[config.mk]
export PLATFORM = sky130hd
export DESIGN_NAME = lifo_reverser_flat
export DESIGN_NICKNAME = d
export VERILOG_FILES = /design/src/rtl/lifo_reverser_pkg.sv /design/src/rtl/lifo_reverser_if.sv /design/src/rtl/lifo_reverser.sv /design/src/flat_wrapper.sv
export SDC_FILE = /design/constraint.sdc
export NUM_CORES = 1
export LEC_CHECK = 0
export CORE_UTILIZATION = 37
export DETAILED_ROUTE_END_ITERATION = 8
export PLACE_DENSITY = 0.74
export SETUP_SLACK_MARGIN = 0.05
export SYNTH_ARGS = -nofsm -noshare
export SYNTH_HDL_FRONTEND = slang
export SYNTH_SLANG_ARGS = --single-unit
[constraint.sdc]
create_clock -name clk_i -period 1.8 [get_ports clk_i]
set_clock_uncertainty 0.05 [all_clocks]
set_input_delay 0.36 -clock clk_i [delete_from_list [all_inputs] [get_ports clk_i]]
set_output_delay 0.36 -clock clk_i [all_outputs]
set_load 0.005 [all_outputs]
[src/rtl/lifo_reverser_pkg.sv]
// Shared definitions for the LIFO stream reverser: FSM encoding and default widths.
package lifo_reverser_pkg;

    localparam int B_DEF = 3;
    localparam int W_DEF = 2;

    localparam logic [1:0] ST_FILL    = 2'd0;
    localparam logic [1:0] ST_POP     = 2'd1;
    localparam logic [1:0] ST_CAPTURE = 2'd2;
    localparam logic [1:0] ST_EMIT    = 2'd3;

endpackage

[src/rtl/lifo_reverser_if.sv]
// Bundles the input stream, output stream and stack-side signals of the reverser.
interface lifo_reverser_if
    import lifo_reverser_pkg::*;
#(
    parameter int B = B_DEF
);
    logic         in_valid;
    logic         in_ready;
    logic [B-1:0] in_data;
    logic         in_last;
    logic         out_valid;
    logic         out_ready;
    logic [B-1:0] out_data;
    logic         out_last;
    logic         lifo_wr;
    logic [B-1:0] lifo_w_data;
    logic         lifo_rd;
    logic [B-1:0] lifo_r_data;
    logic         lifo_full;
    logic         lifo_empty;

    modport slave (
        input  in_valid, in_data, in_last, out_ready, lifo_r_data, lifo_full, lifo_empty,
        output in_ready, out_valid, out_data, out_last, lifo_wr, lifo_w_data, lifo_rd
    );

    modport master (
        output in_valid, in_data, in_last, out_ready, lifo_r_data, lifo_full, lifo_empty,
        input  in_ready, out_valid, out_data, out_last, lifo_wr, lifo_w_data, lifo_rd
    );
endinterface

[src/rtl/lifo_reverser.sv]
// Pushes a framed stream onto an external stack, then pops it back out reversed.
// A segment drains when in_last arrives or the stack fills; each word costs POP, CAPTURE, EMIT.
module lifo_reverser
    import lifo_reverser_pkg::*;
#(
    parameter int B = B_DEF,
    parameter int W = W_DEF
) (
    input  logic                  clk_i,
    input  logic                  rst_ni,
    lifo_reverser_if.slave        bus,
    output logic                  err_o
);

    localparam logic [W:0] DEPTH     = {1'b1, {W{1'b0}}};
    localparam logic [W:0] LAST_SLOT = DEPTH - {{W{1'b0}}, 1'b1};

    logic [1:0]   state_q, state_d;
    logic [W:0]   cnt_q, cnt_d;
    logic         last_seen_q, last_seen_d;
    logic [B-1:0] out_data_q, out_data_d;
    logic         err_q, err_d;

    logic in_ready, out_valid, out_last, wr, rd;

    always_comb begin
        state_d     = state_q;
        cnt_d       = cnt_q;
        last_seen_d = last_seen_q;
        out_data_d  = out_data_q;
        in_ready    = 1'b0;
        out_valid   = 1'b0;
        out_last    = 1'b0;
        wr          = 1'b0;
        rd          = 1'b0;

        case (state_q)
            ST_FILL: begin
                in_ready = (cnt_q < DEPTH);
                if (bus.in_valid && in_ready) begin
                    wr          = 1'b1;
                    cnt_d       = cnt_q + {{W{1'b0}}, 1'b1};
                    last_seen_d = bus.in_last;
                    if (bus.in_last || (cnt_q == LAST_SLOT)) begin
                        state_d = ST_POP;
                    end
                end
            end
            ST_POP: begin
                rd      = 1'b1;
                cnt_d   = cnt_q - {{W{1'b0}}, 1'b1};
                state_d = ST_CAPTURE;
            end
            // Stack read data is valid the cycle after the pop strobe.
            ST_CAPTURE: begin
                out_data_d = bus.lifo_r_data;
                state_d    = ST_EMIT;
            end
            ST_EMIT: begin
                out_valid = 1'b1;
                out_last  = last_seen_q && (cnt_q == '0);
                if (bus.out_ready) begin
                    state_d = (cnt_q == '0) ? ST_FILL : ST_POP;
                end
            end
            default: state_d = ST_FILL;
        endcase

        err_d = err_q | (rd & bus.lifo_empty) | (wr & bus.lifo_full);
    end

    always_ff @(posedge clk_i or negedge rst_ni) begin
        if (!rst_ni) begin
            state_q     <= ST_FILL;
            cnt_q       <= '0;
            last_seen_q <= 1'b0;
            out_data_q  <= '0;
            err_q       <= 1'b0;
        end else begin
            state_q     <= state_d;
            cnt_q       <= cnt_d;
            last_seen_q <= last_seen_d;
            out_data_q  <= out_data_d;
            err_q       <= err_d;
        end
    end

    assign bus.in_ready    = in_ready;
    assign bus.out_valid   = out_valid;
    assign bus.out_data    = out_data_q;
    assign bus.out_last    = out_last;
    assign bus.lifo_wr     = wr;
    assign bus.lifo_w_data = bus.in_data;
    assign bus.lifo_rd     = rd;
    assign err_o           = err_q;

endmodule

[src/flat_wrapper.sv]
// flat-port wrapper written by rule: the top's interface ports become plain ports
module lifo_reverser_flat import lifo_reverser_pkg::*;
#(
    parameter int B = B_DEF,
    parameter int W = W_DEF
)
  (clk_i, rst_ni, err_o, bus_in_valid, bus_in_data, bus_in_last, bus_out_ready, bus_lifo_r_data, bus_lifo_full, bus_lifo_empty, bus_in_ready, bus_out_valid, bus_out_data, bus_out_last, bus_lifo_wr, bus_lifo_w_data, bus_lifo_rd);
  lifo_reverser_if #(.B(B)) bus_i ();
  input  logic clk_i;
  input  logic rst_ni;
  output logic err_o;
  input wire logic [$bits(bus_i.in_valid)-1:0] bus_in_valid;
  input wire logic [$bits(bus_i.in_data)-1:0] bus_in_data;
  input wire logic [$bits(bus_i.in_last)-1:0] bus_in_last;
  input wire logic [$bits(bus_i.out_ready)-1:0] bus_out_ready;
  input wire logic [$bits(bus_i.lifo_r_data)-1:0] bus_lifo_r_data;
  input wire logic [$bits(bus_i.lifo_full)-1:0] bus_lifo_full;
  input wire logic [$bits(bus_i.lifo_empty)-1:0] bus_lifo_empty;
  output wire logic [$bits(bus_i.in_ready)-1:0] bus_in_ready;
  output wire logic [$bits(bus_i.out_valid)-1:0] bus_out_valid;
  output wire logic [$bits(bus_i.out_data)-1:0] bus_out_data;
  output wire logic [$bits(bus_i.out_last)-1:0] bus_out_last;
  output wire logic [$bits(bus_i.lifo_wr)-1:0] bus_lifo_wr;
  output wire logic [$bits(bus_i.lifo_w_data)-1:0] bus_lifo_w_data;
  output wire logic [$bits(bus_i.lifo_rd)-1:0] bus_lifo_rd;
  assign bus_i.in_valid = bus_in_valid;
  assign bus_i.in_data = bus_in_data;
  assign bus_i.in_last = bus_in_last;
  assign bus_i.out_ready = bus_out_ready;
  assign bus_i.lifo_r_data = bus_lifo_r_data;
  assign bus_i.lifo_full = bus_lifo_full;
  assign bus_i.lifo_empty = bus_lifo_empty;
  assign bus_in_ready = bus_i.in_ready;
  assign bus_out_valid = bus_i.out_valid;
  assign bus_out_data = bus_i.out_data;
  assign bus_out_last = bus_i.out_last;
  assign bus_lifo_wr = bus_i.lifo_wr;
  assign bus_lifo_w_data = bus_i.lifo_w_data;
  assign bus_lifo_rd = bus_i.lifo_rd;
  lifo_reverser #(.B(B), .W(W)) u_core (.clk_i(clk_i), .rst_ni(rst_ni), .bus(bus_i), .err_o(err_o));
endmodule
Word-level counts from Yosys, hierarchy flattened
Index checks and enable logic that the tools add are counted.
{"block": "totals", "regBits": 10, "input_bits": 13, "word_cells": 41}
{"block": "op_classes", "bitwise": 4, "addsub": 2, "n_reduce_logical": 9, "order_cmp": 1, "eq_ne": 7, "mux": 13}
{"operator": "one-hot mux 2 bit (4 select lines)", "count": 1}
{"operator": "two-way mux 1 bit", "count": 7}
{"operator": "two-way mux 2 bit", "count": 3}
{"operator": "one-hot mux 3 bit (2 select lines)", "count": 1}
{"operator": "== test 2 bit, second input constant", "count": 2}
{"operator": "inequality test 2 x 1 -> 1 bit, second input constant", "count": 2}
{"operator": "AND reduction 2 bit", "count": 2}
{"operator": "adder 3 x 1 -> 3 bit, second input constant", "count": 1}
{"operator": "== test 3 x 2 -> 1 bit, second input constant", "count": 1}
{"operator": "zero test 3 bit", "count": 1}
{"operator": "less-than comparator 3 bit, second input constant", "count": 1}
{"operator": "two-way mux 3 bit", "count": 1}
{"operator": "AND reduction 3 bit", "count": 1}
{"operator": "subtractor 3 x 1 -> 3 bit, second input constant", "count": 1}
{"operator": "AND 1 bit", "count": 2}
{"operator": "== test 2 x 1 -> 1 bit, second input constant", "count": 1}
{"operator": "logical AND 1 bit", "count": 2}
{"operator": "zero test 2 bit", "count": 1}
{"operator": "inequality test 2 bit, second input constant", "count": 1}
{"operator": "bitwise OR 1 bit", "count": 2}
{"operator": "nonzero test 2 bit", "count": 1}
{"operator": "logical OR 1 bit", "count": 1}

Logic depth before layout (Yosys ltp)
Gate-level depths: netlist (run 1).
{"block": "depth", "depth_word": 6, "mapped_depth": 7, "ltp_nobuf": 7}

Least setup slack after synthesis (run 1)
Ideal clock, no wire load.
{"block": "synth_path", "path_type": "register -> register", "from": "reg u_core.state_q[1]", "to": "reg u_core.cnt_q[2]", "synth_period_minus_slack_ns": 1.821, "arrival_time_ns": 1.645, "setup_slack_ns": -0.021, "path_stages_with_launch": 8, "setup_ns": 0.126, "cell_sequence": "dfrtp_1 > inv_1 > ha_1 > inv_1 > fa_1 > xnor2_1 > a21oi_1 > a21oi_1"}
{"block": "synth_via", "elab_chain_len": 3}
{"item": "start, declared", "line": "lifo_reverser.sv:18", "text": "logic [1:0] state_q, state_d;"}
{"item": "start signal, assigned", "line": "lifo_reverser.sv:80", "text": "state_q <= state_d;"}
{"item": "== test 2 x 1 -> 1 bit / zero test 2 bit (equally long branches)", "line": "lifo_reverser.sv:37", "text": "case (state_q)"}
{"item": "nonzero test 2 bit (no source line) / inequality test 2 x 1 -> 1 bit (equally long branches)"}
{"item": "AND reduction 2 bit (no source line)"}
{"item": "end signal, assigned", "line": "lifo_reverser.sv:81", "text": "cnt_q <= cnt_d;"}
{"item": "end, declared", "line": "lifo_reverser.sv:19", "text": "logic [W:0] cnt_q, cnt_d;"}
Several ways; a longest one is shown, not always the timed one.
A chain may end at the register's enable or synchronous reset.

Worst setup path after layout (run 1)
{"block": "layout_path", "from": "reg u_core.state_q[0]", "to": "out bus_out_last"}
{"block": "layout_via", "elab_chain_len": 2}
{"item": "== test 2 bit", "line": "lifo_reverser.sv:37"}
{"item": "two-way mux 1 bit", "line": "lifo_reverser.sv:37"}
{"item": "end, declared", "line": "flat_wrapper.sv:22", "text": "output wire logic [$bits(bus_i.out_last)-1:0] bus_out_last;"}
Every way passes these cells.

==> reports/metrics.yaml, run 1 <==
status:
  outcome: "finished, violations left"
  violations: "setup timing"
worst_setup_path:
  crit_required_ns: 1.39
  criticalPathCategory: "flop to output port"
  cp-end-kind: "output port"
  r2r_slack_ns: 0.07
  cp.arrival_ns: 1.41
  start_kind: "flop"
  critPathMaxFanout: 4
sta:
  setup_viol: 1
  fin_setup_tns_ns: -0.0244
  rsz0062_at_grt: "true"
  fin_crit_ns: 1.82
  slew_headroom_pct: 68.8
  final-max-slew-violation-count: 0
  worstMarginPinSlew_ns: 0.466
  final_hold_viol_count: 0
  fmax_mhz: 548
  finalCritPeriodShare_pct: 101
  worst_slack_ns: -0.0244
hold_path:
  hp-class: "input pin to async pin"
yosys:
  synth-main-ff-cell: "dfrtp_1"
  seq_area_frac_synth_pct: 41.5
  postSynthAreaPerCell_sq_um: 11.4
  synth_fp_nets: 71
  synth_edf_count: 0
  synthCells: 53
  netlist-cell-type-count: 25
  synth_warnings: 0
  netlist_area_sq_um: 603
  ys_async_sr_fraction_pct: 100
  ys_seq_elements: 10
pwr:
  ir_drop_mv: 0.970
  powerDensity_mw_per_mm2: 1900
  leakage_uw: 0.000460
  fin_total_pwr_uw: 1900
route:
  drc_errors: 0
  num_vias: 495
  via_per_inst: 4.71
  initialDrtViolationCount: 7
  dr.pass1.iters: 4
  ant_nets: 0
  wl_mm: 1.50
  wl_per_cell_um: 14.2
grt:
  met3_usage_pct: 6.47
  use_met1_pct: 20.8
  grt_pass1_vias: 490
  gr-max-usage-layer: "met2"
  grt-ovfl-total: 0
  use_met2_pct: 29.2
  grt_pass1_wl_mm: 2.23
  grt_max_degree: 11
  grtUsageTotal_pct: 17.3
  antenna_found_initial: 0
cts:
  worstSkewPairLatency_ns: 0.27
  cts_buffer_depth: 2
  cts_buffers: 3
  cts_tree: "done"
  path_clk_slew_ns: 0.07
  htreeDepth: 1
  cts_root_buffer: "clkbuf_4"
  cts.sinks: 10
die:
  die_x_um: 42.4
  dieArea_sq_mm: 0.00180
  initial_core_util_pct: 40.0
  die_h_um: 42.4
  io_pins: 25
  coreArea_sq_mm: 0.00151
  num_rows: 14
cells_and_area:
  nets: 108
  nFillCells: 114
  drive_above_1_share_pct: 47.2
  diodes: 0
  final_cell_mix: "17 x buf_4, 13 x clkdlybuf4s50_1, 10 x dfrtp_1, 4 x inv_1"
  final_common_cell: "buf_4"
  area.growth.synth_to_final_pct: 66.0
run:
  drv_cap: 0
placement:
  dp_hpwl_mm: 1.04
  gp_congestion: 0.790
  io_buffers: 18
==> sequential cells by signal (all words and copies together), names as in the netlist <==
| name | flops |
|---|---|
| u_core.bus.out_data | 3 |
| u_core.err_o | 1 |
| u_core.last_seen_q | 1 |
| u_core.cnt_q | 3 |
| u_core.state_q | 2 |
==> critical path, stage by stage (launching register included) <==
cell     delay [ns]
dfrtp_1        0.39
ha_2           0.21
buf_6          0.10
nand2_4        0.04
nor4_4         0.26
buf_2          0.15
==> report_power, final <==
group / internal, uW / switching (uW) / total, uW / leakage [uW]
Combinational: 751 / 498 / 1250 / 0.000325
Sequential: 338 / 112 / 449 / 0.000114
Clock: 123 / 80.3 / 203 / 0.0000210
==> path summary, 6_finish.rpt <==
path,start,endpoint,cells after the start
worst max register to register,u_core.state_q[1],u_core.state_q[1],6
worst min-delay path,rst_ni,u_core.last_seen_q,1
max in group asynchronous,rst_ni,u_core.cnt_q[1],1
worst max-delay path,u_core.state_q[0],bus_out_last,5
min in group clk_i,u_core.bus.out_data[0],u_core.bus.out_data[0],1
worst min register to register,u_core.bus.out_data[0],u_core.bus.out_data[0],1
==> cell families after synthesis <==
kind of cell / after synthesis / share of synthesized area (%)
flops: 10 / 41.5
compound gates: 9 / 13.1
simple gates: 11 / 9.96
xor+xnor: 2 / 2.91
fa+ha+maj: 5 / 11.6
mux: 6 / 11.6
buf+inv: 10 / 9.34
==> cells in the mapped netlist, types with 2 or more instances <==
cell / count / area [sq um]
nand2_1: 2 / 7.51
nor2b_1: 2 / 12.5
xnor2_1: 2 / 17.5
nor2_1: 2 / 7.51
buf_4: 3 / 22.5
inv_1: 6 / 22.5
nand2b_1: 2 / 12.5
dfrtp_1: 10 / 250
mux2_2: 3 / 33.8
a21oi_1: 3 / 15.0
ha_1: 4 / 50.1
==> metrics by stage <==
| step | instance area [sq um] | setup slack, ns | utilization [%] | hold slack, ns | std cells |
|---|---|---|---|---|---|
| 2_1_floorplan | 606 | 0.0635 | - | 0.0144 | 53 |
| 3_3_place_gp | 847 | -0.180 | 56.2 | 0.426 | 93 |
| 3_5_place_dp | 847 | -0.174 | 56.2 | 0.455 | 93 |
| 4_1_cts | 941 | -0.0228 | 62.5 | 0.368 | 101 |
| 5_1_grt | 1000 | -0.0936 | 66.4 | 0.391 | 105 |
| 6_report | 1000 | -0.0244 | 66.4 | 0.357 | 105 |
==> layer usage <==
layer,vias to the layer above,routed length (um)
met5,-,0
met4,0,4
met3,2,75
met2,12,762
met1,226,653
li1,255,-
==> area by class of cell <==
| type | instances | area [sq um] | area share (%) |
|---|---|---|---|
| multi-input cells | 33 | 372 | 37.1 |
| repair buffers | 36 | 298 | 29.8 |
| flip-flops and latches | 10 | 250 | 25.0 |
| clock buffers | 4 | 36.3 | 3.62 |
| inverters | 6 | 25.0 | 2.50 |
| well taps | 16 | 20.0 | 2.00 |
==> repair_timing <==
| item | 4_1_cts | 5_1_grt |
|---|---|---|
| cloned | 0 | 0 |
| resized for setup | 14 | 17 |
| buffers inserted | 4 | 4 |
| pin swaps | 0 | 3 |
| setup endpoints to repair | 6 | 5 |
| hold buffers | 0 | 0 |
Power figures use the tool's default switching activity.
==> run 2, diff against run 1 <==
--- a/config.mk
+++ b/config.mk
@@ -5,9 +5,10 @@
 export SDC_FILE = /design/constraint.sdc
 export NUM_CORES = 1
 export LEC_CHECK = 0
-export CORE_UTILIZATION = 37
+export CORE_UTILIZATION = 39
+export CTS_BUF_LIST = sky130_fd_sc_hd__clkbuf_8
 export DETAILED_ROUTE_END_ITERATION = 8
-export PLACE_DENSITY = 0.74
+export PLACE_DENSITY = 0.77
 export SETUP_SLACK_MARGIN = 0.05
 export SYNTH_ARGS = -nofsm -noshare
 export SYNTH_HDL_FRONTEND = slang
==> run 2 against run 1 <==
The flow now finishes without violations. Via count decreased by 0.40%. Power decreased by 4.8%. Worst setup slack improved by 0.15 ns. Cell area decreased by 4.0%. Global-route usage increased by 2.9 points. Critical path depth increased by 3. Flip-flop and latch count unchanged. Die area decreased by 4.9%. Highest routed layer unchanged.
==> reports/metrics.yaml, run 2 (synthesis results as in run 1) <==
cells_and_area:
  final_util_pct: 70.3  # was 66.4%
  stdcell_count: 101  # was 105
  nets: 105  # was 108
  diodes: 0  # unchanged
  drive_above_1_share_pct: 37.2  # was 47.2%
  final_cell_mix: "15 x buf_4, 13 x clkdlybuf4s50_1, 10 x dfrtp_1, 4 x inv_1, 4 x clkbuf_8"  # was 17 x buf_4, 13 x clkdlybuf4s50_1, 10 x dfrtp_1, 4 x inv_1
  post-route-cell-area_sq_um: 961  # was 0.00100 sq mm
  final_common_cell: "buf_4"  # unchanged
  area.growth.synth_to_final_pct: 59.3  # was 66.0%
placement:
  post-place-ws_ns: -0.152  # was -0.174 ns
  dp_hpwl_mm: 1.05  # was 1.04 mm
  placed_area_sq_um: 846  # was 847 sq um
  io_buffers: 18  # unchanged
  dp_cells: 92  # was 93
  gp_congestion: 0.799  # was 0.790
route:
  drc_errors: 0  # unchanged
  wl_per_cell_um: 13.5  # was 14.2 um
  ant_nets: 0  # unchanged
  initialDrtViolationCount: 7  # unchanged
  num_vias: 493  # was 495
  dr.pass1.iters: 4  # unchanged
  wl_mm: 1.37  # was 1.50 mm
  via_per_inst: 4.88  # was 4.71
grt:
  grt_max_degree: 11  # unchanged
  grt_pass1_wl_mm: 2.12  # was 2.23 mm
  grt_pass1_vias: 497  # was 490
  grtUsageTotal_pct: 20.2  # was 17.3%
  antenna_found_initial: 0  # unchanged
  grt-ovfl-total: 0  # unchanged
pwr:
  ir_drop_mv: 1.02  # was 0.970 mV
  powerDensity_mw_per_mm2: 1880  # was 1900 mW/mm^2
  internal-power_uw: 1190  # was 1210 uW
  leakage_uw: 0.000447  # was 0.000460 uW
  seqPwrFrac_pct: 23.3  # was 23.6%
  p_sw_share_pct: 34.4  # was 36.3%
  p_clk_share_pct: 15.4  # was 10.7%
  comb_power_share_pct: 61.3  # was 65.7%
  p_sw_uw: 623  # was 690 uW
die:
  dieArea_sq_mm: 0.00171  # was 0.00180 sq mm
  io_pins: 25  # unchanged
  initial_core_util_pct: 44.1  # was 40.0%
  coreArea_sq_mm: 0.00137  # was 0.00151 sq mm
  num_rows: 13  # was 14
  die_x_um: 41.3  # was 42.4 um
  die_h_um: 41.3  # was 42.4 um
worst_setup_path:
  crit_required_ns: 1.87  # was 1.39 ns
  r2r_cells: 8  # was 6
  critPathMaxFanout: 3  # was 4
  cp.arrival_ns: 1.74  # was 1.41 ns
  startpoint: "u_core.state_q[1]"  # was u_core.state_q[0]
  start_kind: "flop"  # unchanged
  r2r-end: "u_core.cnt_q[2]"  # was u_core.state_q[1]
  r2r_slack_ns: 0.12  # was 0.07 ns
  r2r_start: "u_core.state_q[1]"  # unchanged
  cp-end-kind: "flop"  # was output port
  criticalPathCategory: "flop to flop"  # was flop to output port
status:
  outcome: "completed"  # was finished, violations left
sta:
  rsz0062_at_grt: "false"  # was true
  setup_viol: 0  # was 1
  fin_crit_ns: 1.68  # was 1.82 ns
  finalCritPeriodShare_pct: 93.2  # was 101%
  slew_headroom_pct: 70.4  # was 68.8%
  fin_hold_ws_ns: 0.388  # was 0.357 ns
  final-max-slew-violation-count: 0  # unchanged
  fmax_mhz: 596  # was 548 MHz
  worst_slack_ns: 0.122  # was -0.0244 ns
  final_hold_viol_count: 0  # unchanged
  worstMarginPinSlew_ns: 0.443  # was 0.466 ns
cts:
  cts_buffer_depth: 2  # unchanged
  cts_hold_buf: 0  # unchanged
  path_clk_slew_ns: 0.05  # was 0.07 ns
  cts_root_buffer: "clkbuf_8"  # was clkbuf_4
  cts_tree: "done"  # unchanged
  cts_buffers: 3  # unchanged
  worstSkewPairLatency_ns: 0.24  # was 0.27 ns
  htreeDepth: 1  # unchanged
  cts.sinks: 10  # unchanged
hold_path:
  hp-class: "input pin to async pin"  # unchanged
run:
  drv_cap: 0  # unchanged
[run 2: cell types whose count changed in the layout (fill, tap and decap cells not counted), sizes merged]
cell	previous run	this run
buf	19	15
clkbuf	7	5
clkdlybuf4s15	0	1
dlygate4sd2	1	2
dlymetal6s2s	0	1
[run 2: area by class of cell]
| type | instances | area [sq um] |
|---|---|---|
| Fill cell | 115 | 405 |
| Multi-Input combinational cell | 33 | 327 |
| Timing Repair Buffer | 33 | 288 |
| Sequential cell | 10 | 250 |
| Clock buffer | 4 | 55.1 |
| Inverter | 6 | 22.5 |
| Tap cell | 15 | 18.8 |
[run 2: what timing repair did]
action	4_1_cts	5_1_grt
endpoints found under the setup margin	7	5
endpoints found under the hold margin	0	0
resized for setup	10	5
pin swaps	1	4
buffers inserted	3	2
[run 2: routing by layer]
metal	wire length, um	up-vias	track usage, %
met4	13	0	7.26
met3	59	2	3.19
met5	0	-	0
li1	-	244	-
met2	683	11	35.5
met1	609	236	24.8
[run 2: worst max-delay path, stage by stage, from the launching register on]
cell and delay (ns):
dfrtp_1 0.41, inv_2 0.09, buf_4 0.11, ha_4 0.13
inv_1 0.06, fa_2 0.38, xnor2_1 0.14, a21oi_1 0.14
a21oi_1 0.06
[run 2: metrics by stage]
stage               power [uW]  TNS (ns)
floorplan                  962         0
global placement          1350    -0.152
detailed placement        1400    -0.156
CTS                       1770   -0.0459
global route              1950         0
finish                    1810         0
[run 2: worst max path at each step]
stage	endpoint	slack, ns	cells after the start
final	u_core.cnt_q[2]	0.12	8
after global routing	u_core.cnt_q[2]	0.04	8
after CTS	bus_out_valid	-0.05	3
after detailed placement	bus_lifo_wr	-0.15	3
after global placement	bus_lifo_wr	-0.15	3
after floorplan	u_core.cnt_q[2]	0.06	7
[run 2: power groups by stage]
stage	clock, uW	combinational [uW]	sequential [uW]
after floorplan	0	533	429
after global placement	0	936	415
after detailed placement	0	979	421
after CTS	283	1070	420
after global routing	291	1230	432
final	279	1110	421
==> run 3, diff against run 2 <==
==> constraint.sdc (replaced) <==
create_clock -name clk_i -period 1.8 [get_ports clk_i]
set_clock_uncertainty 0.05 [all_clocks]
set_input_delay 0.36 -clock clk_i [delete_from_list [all_inputs] [get_ports clk_i]]
set_output_delay 0.36 -clock clk_i [all_outputs]
set_load 0.01 [all_outputs]
==> run 3 against run 2 <==
First-iteration DRC count shrank 14%. Sequential share of layout area shrank 0.10 points. Flip-flop and latch count is the same. Largest power group unchanged. Clock power grew 3%. Critical path type unchanged.
==> reports/metrics.yaml, run 3 (synthesis results as in run 1) <==
status:
  outcome: "completed"  # unchanged
worst_setup_path:
  criticalPathCategory: "flop to flop"  # unchanged
  cp-end-kind: "flop"  # unchanged
  crit_required_ns: 1.88  # was 1.87 ns
  cp.arrival_ns: 1.79  # was 1.74 ns
  start_kind: "flop"  # unchanged
  critPathMaxFanout: 3  # unchanged
sta:
  slew_headroom_pct: 68.0  # was 70.4%
  fin_hold_ws_ns: 0.393  # was 0.388 ns
  setup_viol: 0  # unchanged
  finalCritPeriodShare_pct: 95.1  # was 93.2%
  fin_setup_tns_ns: 0  # unchanged
  fmax_mhz: 584  # was 596 MHz
  worstMarginPinSlew_ns: 0.479  # was 0.443 ns
  final-max-slew-violation-count: 0  # unchanged
  fin_crit_ns: 1.71  # was 1.68 ns
  rsz0062_at_grt: "true"  # was false
  final_hold_viol_count: 0  # unchanged
grt:
  grt_max_degree: 11  # unchanged
  met3_usage_pct: 10.1  # was 3.19%
  use_met2_pct: 37.1  # was 35.5%
  grt_pass1_wl_mm: 2.11  # was 2.12 mm
  grt-ovfl-total: 0  # unchanged
  antenna_found_initial: 0  # unchanged
  grtUsageTotal_pct: 20.4  # was 20.2%
  grt_pass1_vias: 499  # was 497
  use_met1_pct: 20.7  # was 24.8%
  gr-max-usage-layer: "met2"  # unchanged
pwr:
  leakage_uw: 0.000441  # was 0.000447 uW
  powerDensity_mw_per_mm2: 1970  # was 1880 mW/mm^2
  ir_drop_mv: 1.15  # was 1.02 mV
hold_path:
  hp-class: "input pin to async pin"  # unchanged
route:
  wl_mm: 1.54  # was 1.37 mm
  dr.pass1.iters: 4  # unchanged
  via_per_inst: 5.23  # was 4.88
  drc_errors: 0  # unchanged
  ant_nets: 0  # unchanged
  initialDrtViolationCount: 6  # was 7
  wl_per_cell_um: 15.3  # was 13.5 um
  num_vias: 528  # was 493
die:
  io_pins: 25  # unchanged
  dieArea_sq_mm: 0.00171  # unchanged
  num_rows: 13  # unchanged
  die_x_um: 41.3  # unchanged
  coreArea_sq_mm: 0.00137  # unchanged
  die_h_um: 41.3  # unchanged
  initial_core_util_pct: 44.1  # unchanged
cts:
  cts_buffers: 3  # unchanged
  cts_root_buffer: "clkbuf_8"  # unchanged
  cts.sinks: 10  # unchanged
  cts_tree: "done"  # unchanged
  worstSkewPairLatency_ns: 0.24  # about the same
  cts_buffer_depth: 2  # unchanged
  htreeDepth: 1  # unchanged
  cts_hold_buf: 0  # unchanged
  path_clk_slew_ns: 0.05  # about the same
placement:
  dp_hpwl_mm: 1.06  # was 1.05 mm
  gp_congestion: 0.730  # was 0.799
  io_buffers: 18  # unchanged
  placed_area_sq_um: 871  # was 846 sq um
  dp_cells: 94  # was 92
cells_and_area:
  area.growth.synth_to_final_pct: 60.0  # was 59.3%
  stdcell_count: 101  # unchanged
  nets: 105  # unchanged
  final_common_cell: "buf_4"  # unchanged
  diodes: 0  # unchanged
  post-route-cell-area_sq_um: 965  # was 961 sq um
  drive_above_1_share_pct: 39.5  # was 37.2%
  final_cell_mix: "15 x buf_4, 13 x clkdlybuf4s50_1, 10 x dfrtp_1, 4 x inv_1, 4 x clkbuf_8"  # unchanged
run:
  drv_cap: 0  # unchanged
run 3: cell types whose count changed in the layout (fill, tap and decap cells not counted), sizes merged:
cell           delta
buf               +2
dlymetal6s2s      -1
clkdlybuf4s15     -1
run 3: where the power goes:
part           switching [uW]  leakage (uW)  total, uW  internal (uW)
registers                78.8      0.000114        418            339
logic                     512      0.000298       1190            682
clock network            94.0     0.0000288        287            193
total                     684      0.000441       1900           1210
run 3: worst max-delay path: stages, from the launching register on:
cell and delay, ns:
dfrtp_1 0.40, inv_2 0.09, buf_4 0.11, ha_4 0.13, inv_1 0.06, fa_2 0.42, xnor2_1 0.14, a21oi_1 0.15
a21oi_1 0.05
run 3: through the flow:
step           utilization, %  setup slack (ns)  total power (uW)
2_1_floorplan               -             0.114              1020
3_3_place_gp             63.7            -0.163              1430
3_5_place_dp             63.7            -0.172              1470
4_1_cts                  69.3            0.0301              1820
5_1_grt                  70.6            0.0262              2030
6_report                 70.6            0.0876              1900
run 3: worst paths after layout:
path / startpoint / to / slack [ns] / cells after the start
min in group clk_i: u_core.err_o / u_core.err_o / 0.44 / 1
worst max-delay path: u_core.state_q[1] / u_core.cnt_q[2] / 0.09 / 8
max in group asynchronous: rst_ni / u_core.state_q[0] / 0.97 / 1
worst min-delay path: rst_ni / u_core.bus.out_data[0] / 0.39 / 1
worst min register to register: u_core.err_o / u_core.err_o / 0.44 / 1
worst max register to register: u_core.state_q[1] / u_core.cnt_q[2] / 0.09 / 8
run 3: final cells by class:
class | instances | area [sq um]
well taps | 15 | 18.8
clock buffers | 4 | 55.1
flip-flops and latches | 10 | 250
fillers | 102 | 402
multi-input cells | 33 | 343
repair buffers | 33 | 275
inverters | 6 | 22.5
run 3: timing repair:
item / CTS / global route
pin swaps: 2 / 2
setup buffers: 1 / 2
setup endpoints to repair: 7 / 5
resized for setup: 14 / 8
run 3: per-layer routing:
layer	part of all wire [%]	up-vias	wire length, um
li1	-	243	-
met1	36	253	560
met2	52	24	794
met3	8.9	8	137
met4	3.1	0	48
met5	0	-	0
